[src/rtl/ifu_fetch.sv]
`default_nettype none
// ============================================================================
// Module      : ifu_fetch
// Description : Instruction fetch unit feeding the IF/ID register. Owns the
//               PC, issues word fetches over a req/gnt/rvalid handshake,
//               buffers returned words with their addresses in a small FIFO
//               and supports downstream stall plus a one-cycle jump/flush.
// Revision    : 1.0 - initial release
// ============================================================================
module ifu_fetch #(
    parameter int unsigned       ADDR_W     = 32,
    parameter int unsigned       DATA_W     = 32,
    parameter logic [ADDR_W-1:0] RESET_PC   = {ADDR_W{1'b0}},
    parameter logic [DATA_W-1:0] NOP_INST   = 32'h00000013,
    parameter int unsigned       FIFO_DEPTH = 2
) (
    input  logic              clk_i,
    input  logic              rst_i,
    output logic              imem_req_o,
    output logic [ADDR_W-1:0] imem_addr_o,
    input  logic              imem_gnt_i,
    input  logic              imem_rvalid_i,
    input  logic [DATA_W-1:0] imem_rdata_i,
    input  logic              stall_i,
    input  logic              jump_i,
    input  logic [ADDR_W-1:0] jump_addr_i,
    output logic              inst_valid_o,
    output logic [ADDR_W-1:0] inst_addr_o,
    output logic [DATA_W-1:0] inst_o
);

    // ------------------------------------------------------------------------
    // Constants
    // ------------------------------------------------------------------------
    // Pointer width indexes the FIFO; counters need one more bit so that a
    // completely full FIFO (or FIFO_DEPTH outstanding requests) is encodable.
    localparam int unsigned c_PTR_W = (FIFO_DEPTH > 1) ? $clog2(FIFO_DEPTH) : 1;
    localparam int unsigned c_CNT_W = c_PTR_W + 1;
    // Slot-claim sum (count + outstanding) can reach 2*FIFO_DEPTH transiently
    // in arithmetic, so it gets one extra bit of headroom.
    localparam int unsigned c_SUM_W = c_CNT_W + 1;

    localparam logic [c_SUM_W-1:0] c_DEPTH   = c_SUM_W'(FIFO_DEPTH);
    localparam logic [ADDR_W-1:0]  c_PC_STEP = ADDR_W'(4);
    localparam logic [c_CNT_W-1:0] c_CNT_ONE = c_CNT_W'(1);
    localparam logic [c_PTR_W-1:0] c_PTR_ONE = c_PTR_W'(1);

    // ------------------------------------------------------------------------
    // State machine encoding
    // ------------------------------------------------------------------------
    typedef enum logic [1:0] {
        ST_BOOT  = 2'd0,   // first cycle after reset release, no fetch
        ST_RUN   = 2'd1,   // normal fetching
        ST_FLUSH = 2'd2    // waiting for stale responses of a redirect
    } state_t;

    state_t r_state;
    state_t w_state_next;

    // ------------------------------------------------------------------------
    // Registers
    // ------------------------------------------------------------------------
    logic [ADDR_W-1:0]  r_pc;           // next address to request
    logic [ADDR_W-1:0]  r_resp_pc;      // address of the next kept response
    logic [c_CNT_W-1:0] r_outstanding;  // granted but not yet returned
    logic [c_CNT_W-1:0] r_drop_cnt;     // responses still to be discarded
    logic [c_CNT_W-1:0] r_count;        // FIFO occupancy
    logic [c_PTR_W-1:0] r_rd_ptr;
    logic [c_PTR_W-1:0] r_wr_ptr;
    logic [ADDR_W-1:0]  r_addr_mem [FIFO_DEPTH];
    logic [DATA_W-1:0]  r_data_mem [FIFO_DEPTH];

    // ------------------------------------------------------------------------
    // Combinational wires
    // ------------------------------------------------------------------------
    logic               w_req;
    logic               w_gnt;
    logic               w_rsp;
    logic               w_push;
    logic               w_pop;
    logic               w_head_valid;
    logic [c_CNT_W-1:0] w_out_keep;
    logic [c_CNT_W-1:0] w_drop_dec;
    logic [c_SUM_W-1:0] w_claims;
    logic [ADDR_W-1:0]  w_jump_pc;
    logic               w_unused_jump_lsb;

    // Redirect target is always word aligned; the low bits are don't-care.
    assign w_jump_pc         = {jump_addr_i[ADDR_W-1:2], 2'b00};
    assign w_unused_jump_lsb = ^jump_addr_i[1:0];

    assign w_head_valid = (r_count != '0);

    // A jump overrides the pop so the FIFO is simply cleared instead.
    assign w_pop = w_head_valid & ~stall_i & ~jump_i;

    // A response with nothing outstanding is a protocol error and is ignored.
    assign w_rsp = imem_rvalid_i & (r_outstanding != '0);

    // Responses are kept only outside a drop window and never in a jump cycle.
    assign w_push = w_rsp & (r_drop_cnt == '0) & ~jump_i;

    // Outstanding requests left after this cycle's response, not counting a
    // new grant. In a jump cycle there is never a grant, so this is also the
    // number of responses that must be discarded after the redirect.
    assign w_out_keep = r_outstanding - c_CNT_W'(w_rsp);

    assign w_drop_dec = (w_rsp && (r_drop_cnt != '0)) ? (r_drop_cnt - c_CNT_ONE)
                                                      : r_drop_cnt;

    // Slots already claimed by buffered plus in-flight words. A pop this
    // cycle frees its slot before any response to a request issued now can
    // land (earliest one cycle after grant), so it is credited immediately;
    // this is what sustains one instruction per cycle with a 1-cycle memory.
    assign w_claims = {1'b0, r_count} + {1'b0, r_outstanding}
                    - {{c_CNT_W{1'b0}}, w_pop};

    assign w_gnt = w_req & imem_gnt_i;

    // State register
    always_ff @(posedge clk_i or negedge rst_i) begin
        if (!rst_i) begin
            r_state <= ST_BOOT;
        end else begin
            r_state <= w_state_next;
        end
    end

    // Next-state and fetch request decode
    always_comb begin
        w_state_next = r_state;
        w_req        = 1'b0;
        case (r_state)
            ST_BOOT: begin
                w_state_next = ST_RUN;
            end
            ST_RUN: begin
                w_req = ~jump_i & (w_claims < c_DEPTH);
                if (jump_i && (w_out_keep != '0)) begin
                    w_state_next = ST_FLUSH;
                end
            end
            ST_FLUSH: begin
                // A redirect with nothing left in flight can fetch the new
                // target right away; otherwise wait for the last stale word.
                if (jump_i) begin
                    w_state_next = (w_out_keep != '0) ? ST_FLUSH : ST_RUN;
                end else if (w_drop_dec == '0) begin
                    w_state_next = ST_RUN;
                end
            end
            default: begin
                w_state_next = ST_BOOT;
            end
        endcase
    end

    // Request PC and response-address tracking
    always_ff @(posedge clk_i or negedge rst_i) begin
        if (!rst_i) begin
            r_pc      <= RESET_PC;
            r_resp_pc <= RESET_PC;
        end else if (jump_i) begin
            r_pc      <= w_jump_pc;
            r_resp_pc <= w_jump_pc;
        end else begin
            if (w_gnt) begin
                r_pc <= r_pc + c_PC_STEP;
            end
            if (w_push) begin
                r_resp_pc <= r_resp_pc + c_PC_STEP;
            end
        end
    end

    // In-flight and drop accounting
    always_ff @(posedge clk_i or negedge rst_i) begin
        if (!rst_i) begin
            r_outstanding <= '0;
            r_drop_cnt    <= '0;
        end else begin
            r_outstanding <= w_out_keep + c_CNT_W'(w_gnt);
            r_drop_cnt    <= jump_i ? w_out_keep : w_drop_dec;
        end
    end

    // FIFO pointers and occupancy
    always_ff @(posedge clk_i or negedge rst_i) begin
        if (!rst_i) begin
            r_rd_ptr <= '0;
            r_wr_ptr <= '0;
            r_count  <= '0;
        end else if (jump_i) begin
            r_rd_ptr <= '0;
            r_wr_ptr <= '0;
            r_count  <= '0;
        end else begin
            if (w_push) begin
                r_wr_ptr <= r_wr_ptr + c_PTR_ONE;
            end
            if (w_pop) begin
                r_rd_ptr <= r_rd_ptr + c_PTR_ONE;
            end
            r_count <= r_count + c_CNT_W'(w_push) - c_CNT_W'(w_pop);
        end
    end

    // FIFO storage; contents are only observed while occupancy marks them valid
    always_ff @(posedge clk_i) begin
        if (w_push) begin
            r_addr_mem[r_wr_ptr] <= r_resp_pc;
            r_data_mem[r_wr_ptr] <= imem_rdata_i;
        end
    end

    // ------------------------------------------------------------------------
    // Outputs
    // ------------------------------------------------------------------------
    assign imem_req_o   = w_req;
    assign imem_addr_o  = r_pc;
    assign inst_valid_o = w_head_valid;
    assign inst_addr_o  = w_head_valid ? r_addr_mem[r_rd_ptr] : {ADDR_W{1'b0}};
    assign inst_o       = w_head_valid ? r_data_mem[r_rd_ptr] : NOP_INST;

endmodule
`default_nettype wire

[config.mk]
export PLATFORM = sky130hd
export DESIGN_NAME = ifu_fetch
export DESIGN_NICKNAME = d
export VERILOG_FILES = /design/src/rtl/ifu_fetch.sv
export SDC_FILE = /design/constraint.sdc
export NUM_CORES = 1
export LEC_CHECK = 0
export ABC_AREA = 1
export ABC_CLOCK_PERIOD_IN_PS = 5300
export CAP_MARGIN = 20
export CORE_UTILIZATION = 53
export CTS_BUF_LIST = sky130_fd_sc_hd__clkbuf_16
export CTS_CLUSTER_SIZE = 12
export DETAILED_ROUTE_END_ITERATION = 10
export PLACE_DENSITY = 0.82
export SLEW_MARGIN = 20
export SYNTH_ARGS = -nofsm -noshare
export SYNTH_HDL_FRONTEND = slang
export SYNTH_SLANG_ARGS = --single-unit
[constraint.sdc]
create_clock -name clk_i -period 5.3 [get_ports clk_i]
set_input_delay 1.06 -clock clk_i [delete_from_list [all_inputs] [get_ports clk_i]]
set_output_delay 1.06 -clock clk_i [all_outputs]
set_load 0.02 [all_outputs]
# Word level (Yosys, flattened, before mapping)
# Memory sizes are Yosys's and may differ from the RTL's.
# Cells that the tools add are included.
[op_classes]
n_addsub = 11
n_lt_le_gt_ge = 1
n_eq_ne = 4
muxes = 21
bitwise_logic = 9
reduce_logical = 13
[ops]
columns = ["cell", "n"]
rows = [
  ["32-bit two-way mux", 6],
  ["32-bit by 3-bit adder with 32-bit output (second input constant)", 2],
  ["2-bit two-way mux", 7],
  ["2-bit nonzero test", 7],
  ["1-bit AND", 7],
  ["1-bit two-way mux", 7],
  ["2-bit logical NOT", 3],
  ["2-bit case mux with 3 select lines", 1],
  ["2-bit by 1-bit adder with 2-bit output", 2],
  ["2-bit by 1-bit subtractor with 2-bit output", 2],
  ["2-bit by 2-bit adder with 3-bit output", 1],
  ["3-bit by 2-bit less-than comparator with 1-bit output (second input constant)", 1],
  ["3-bit != test (second input constant)", 1],
  ["3-bit by 1-bit subtractor with 3-bit output", 1],
  ["1-bit adder (second input constant)", 2],
  ["2-bit by 1-bit equality test with 1-bit output (second input constant)", 1],
  ["2-bit equality test (second input constant)", 1],
  ["1-bit logical AND", 2],
  ["2-bit != test (second input constant)", 1],
  ["1-bit inverter", 2],
  ["2-bit AND reduction", 1],
  ["2-bit by 1-bit subtractor with 2-bit output (second input constant)", 1],
]
[word_totals]
ff_bits = 74
mem_bits_rw = 128
input_bits = 70
out_inout_bits = 98
elab_cells = 69
n_memories = 2
[memory_table]
columns = ["memory", "words", "width", "read_ports", "rd_clocked_by_memory_dff", "wr", "line", "rtl"]
rows = [
  ["r_addr_mem", 2, 32, 1, 0, 1, "70", "logic [ADDR_W-1:0] r_addr_mem [FIFO_DEPTH];"],
  ["r_data_mem", 2, 32, 1, 0, 1, "71", "logic [DATA_W-1:0] r_data_mem [FIFO_DEPTH];"],
]

# Longest topological paths before layout
[logic_depth]
word_depth = 10
mapped_depth = 16
mapped_depth_nobuf = 16

# Worst setup path before layout
# No wires, ideal clock.
[synth_path]
path_type = "input port to flip-flop"
startpoint = "input port imem_rvalid_i"
endpoint = "memory r_addr_mem[0][10], enable pin"
setup_ps = 483
arrival_ps = 4074
required_time_ps = 4817
path_slack_ps = 742
cell_stages = 4
path_buffers = 0
path_cell_list = "o21ai_2 > nor2_4 > nand2_2 > nor2_1"
[synth_via]
elab_chain_len = 5
[synth_rtl]
columns = ["element", "line", "rtl"]
rows = [
  ["start, declared", "22", "input logic imem_rvalid_i,"],
  ["1-bit AND", "98", "assign w_rsp = imem_rvalid_i & (r_outstanding != '0);"],
  ["1-bit AND (2 in a row)", "101", "assign w_push = w_rsp & (r_drop_cnt == '0) & ~jump_i;"],
  ["1-bit two-way mux", "210", "if (w_push) begin"],
  ["1-bit two-way mux (not written as such)", "211", "r_addr_mem[r_wr_ptr] <= r_resp_pc;"],
  ["end, declared", "70", ""],
]
# No other way between the ends.

# Worst setup path in the final report
[layout_path]
startpoint = "input port stall_i"
endpoint = "output port imem_req_o"
[layout_via]
elab_chain_len = 7
[layout_rtl]
columns = ["element", "line", "rtl"]
rows = [
  ["start, declared", "24", "input logic stall_i,"],
  ["1-bit inverter", "95", "assign w_pop = w_head_valid & ~stall_i & ~jump_i;"],
  ["1-bit AND (2 in a row)", "95", ""],
  ["3-bit by 1-bit subtractor with 3-bit output", "116", "- {{c_CNT_W{1'b0}}, w_pop};"],
  ["3-bit by 2-bit less-than comparator with 1-bit output", "138", "w_req = ~jump_i & (w_claims < c_DEPTH);"],
  ["1-bit AND", "138", ""],
  ["1-bit two-way mux", "133", "case (r_state)"],
  ["end, declared", "19", "output logic imem_req_o,"],
]
# No other way between the ends.

==> results.md <==
- Status: finished clean
- Reg clk slew, reported paths: 0.07 ns
- Drt pass-1 iters: 5
- Pwr per Cell Area: 395 nW/µm²
- Vias per inst: 5.38
- Synth Flop Type: edfxtp_1
- Total CTS buffers: 17
- RSZ-0062 raised after global routing: no
- Simple logic cell fraction of the synthesized area: 0.247
- Filler cells: 1375
- DIE HEIGHT: 136 µm
- Io pins: 168
- Combinational Power Share: 0.306
- Htree depth: 4
- Placed cell area: 11200 µm²
- Clock power share: 0.256
- Pint: 3.04 mW
- Mapped Area: 9450 µm²
- Crit path max fanout: 3
- Critical setup path kind: input pin to primary output
- Hold Crit Class: register to register
- M2 GR Usage: 0.432
- Top delay family on crit path: buffers and inverters
- RR Startpoint: r_count[1]
- Ys async rst share: 0.361
- Fin. Hold Viols: 0
- CTS Sinks: 194
- Slew Limit Headroom: 0.391
- Proportion of synthesized area in mux cells: 0
- Hold path cells: 0
- Final setup viols: 0
- Count leader, synth: nand2_1
- Worst r2r path cells: 16
- Dpl hpwl: 16100 µm
- Core ar.: 17400 µm²
- Yosys warns: 0
- Top post-synthesis cells by area: edfxtp_1, dfrtp_1, nand2_1
- Period utilisation layout: 0.908
- Remaining Overflow, GRT: 0
- Worst-skew pair later-pin latency: 0.43 ns
- Largest family of logic cells by synthesized area: simple AND/OR/NAND/NOR gates
- Layout area overhead: 24.8%
- Skew final: 0.0105 ns
- Input/output buffers: 161
- Die ar.: 18400 µm²
- Synth cell types: 42
- ANT nets after route: 0
- Setup TNS: 0 ns
- Residual DRC: 0
- Post-synth top area share: 0.394
- Resize count post-CTS: 0
- Nets: 1284
- RePlAce Congestion: 0.949
- Sequential fraction of the synthesis area: 0.579
- Avg WL per Cell: 16.0 µm
- CP max stage cell: clkdlybuf4s50_1
- Final Power: 4.65 mW
- Slew @ Worst Pin: 0.914 ns
- Antenna violations before repair: 0
- Initial DRC Count: 588
- Avg Synthesized Cell Area: 8.99 µm²
- Clock period minus worst slack: 4.81 ns
- EDFF count, synth: 124
- Starting density of the core: 0.544
- Register bit total from synthesis: 194
- Clk buf depth: 2
- GRT met3 Usage: 0.0483
- Critical path endpoint category: primary output
- Hold_sp: r_resp_pc[29]
- Die Wd: 136 µm
- Setup crit start: stall_i
- Post-synth top area cell: edfxtp_1
- Hold Buf Count CTS: 0
- Synth top cells by count: nand2_1, edfxtp_1, inv_1
- Ratio of cells with drive above 1 in the final layout: 0.0608
- Fraction of the mapped netlist area in adder cells: 0.0140
- Peak supply drop: 0.293 mV
- Root Driver: clkbuf_16
- Post-synthesis compound-gate area fraction: 0.0781
- Grt peak-use layer: met2
- Max-Cap Viols: 0
- First-pass GRT wire length: 36700 µm
- Psw: 1.61 mW
- Met1 Use GR: 0.336
- Vias: 7751
- Finished Layout Cells: 1442
- WP buf/inv: 3
- Worst hold slack: 0.539 ns
- Antenna diodes: 0
- CTS tree: done
- Cell Rows: 48
- Final WL: 23000 µm
- CP Depth: 11
- Fin area: 11800 µm²
- Highest clock rate: 0.208 GHz
- Worst-path cell chain: clkdlybuf4s50_1 > nor2_1 > inv_1 > nor2_1 > ha_1 > or2_2 > fa_1 > nand2_2 > nor2_4 > and3_1 > clkdlybuf4s50_1
- Pin count of the biggest net entering global routing: 65
- Dpl cells: 1410
- Slew Limit Fails: 0
- Flop pwr share: 0.439
- Setup crit start kind: input pin
- Critical path's largest stage delay: 0.60 ns
- Synth Area in XOR/XNOR: 0.0204
- Switching share of total power: 0.347
- Data arrival, critical path: 3.75 ns
- Post-CTS setup buffers: 0
- CP required: 4.24 ns
- Vias in the first global route: 7438
- Post-Synthesis Cells: 1051
- Total GRT Usage: 0.261
- Leak: 4.66 nW
==> cell usage in the layout (no fill, tap or decap), types with 4 or more instances in the layout <==
cell             netlist  layout
xor2_1                14      14
edfxtp_1             124     124
clkdlybuf4s50_1        0     160
nor3_1                11      11
ha_1                   9       9
nand4_1                4       4
dfrtp_1               70      69
nand2_1              362     362
xnor2_1                8       8
o211ai_1              13      13
clkbuf_16              0      17
inv_1                 89      89
o21ai_0               31      31
nor2_1                76      73
nor2_2                10      10
nand3_1               73      73
o21ai_1                5       5
a21oi_1               71      71
nand2_2                6       6
clkinvlp_4             0       4
nor2_4                 4       7
buf_4                  8       6
conb_1                 1       4
==> through the flow <==
step | utilization | setup slack [ns]
2_1_floorplan | - | 0.742
3_5_place_dp | 0.648 | 0.475
5_1_grt | 0.679 | 0.365
3_3_place_gp | 0.648 | 0.499
4_1_cts | 0.679 | 0.472
6_report | 0.679 | 0.490
==> cell families (layout without fill, tap and decap cells) <==
group | Yosys count | in the layout
compound gates | 134 | 134
buf+inv | 132 | 295
simple gates | 558 | 558
flops | 194 | 194
other cells | 1 | 4
xor+xnor | 22 | 22
fa+ha+maj | 10 | 10
==> final timing paths <==
path	endpoint	slack, ns
max	imem_req_o	0.49
min reg2reg	r_addr_mem[0][29]	0.54
max reg2reg	imem_addr_o[16]	2.10
min in group asynchronous	imem_addr_o[29]	0.73
min	r_addr_mem[0][29]	0.54
max in group asynchronous	r_rd_ptr	3.59
==> flip-flops by register name, indices dropped and copies added (netlist names) <==
register / cells
r_data_mem: 64
r_addr_mem: 60
imem_addr_o: 30
r_resp_pc: 30
r_count: 2
r_drop_cnt: 2
r_outstanding: 2
r_state: 2
r_rd_ptr: 1
r_wr_ptr: 1
==> cell type report <==
class	instances	area [µm²]	share of cell area
inverters	94	359	0.0305
multi-input cells	728	3440	0.292
clock inverters	15	118	0.00997
flip-flops and latches	194	5480	0.464
well taps	225	282	0.0239
repair buffers	169	1690	0.143
clock buffers	17	425	0.0361
==> per-layer routing <==
metal  part of all wire  up-vias
met1               0.42     3616
met2               0.47      332
met4              0.023        0
li1                   -     3756
met3              0.081       47
met5                  0        -
==> power groups by stage <==
stage / combinational, mW / clock (mW) / sequential (mW)
6_report: 1.42 / 1.19 / 2.04
5_1_grt: 1.57 / 1.26 / 2.07
4_1_cts: 1.43 / 1.20 / 2.04
3_5_place_dp: 1.42 / 0 / 2.06
3_3_place_gp: 1.38 / 0 / 2.05
2_1_floorplan: 0.831 / 0 / 2.06
No activity file was read; power rests on OpenSTA's default activity.
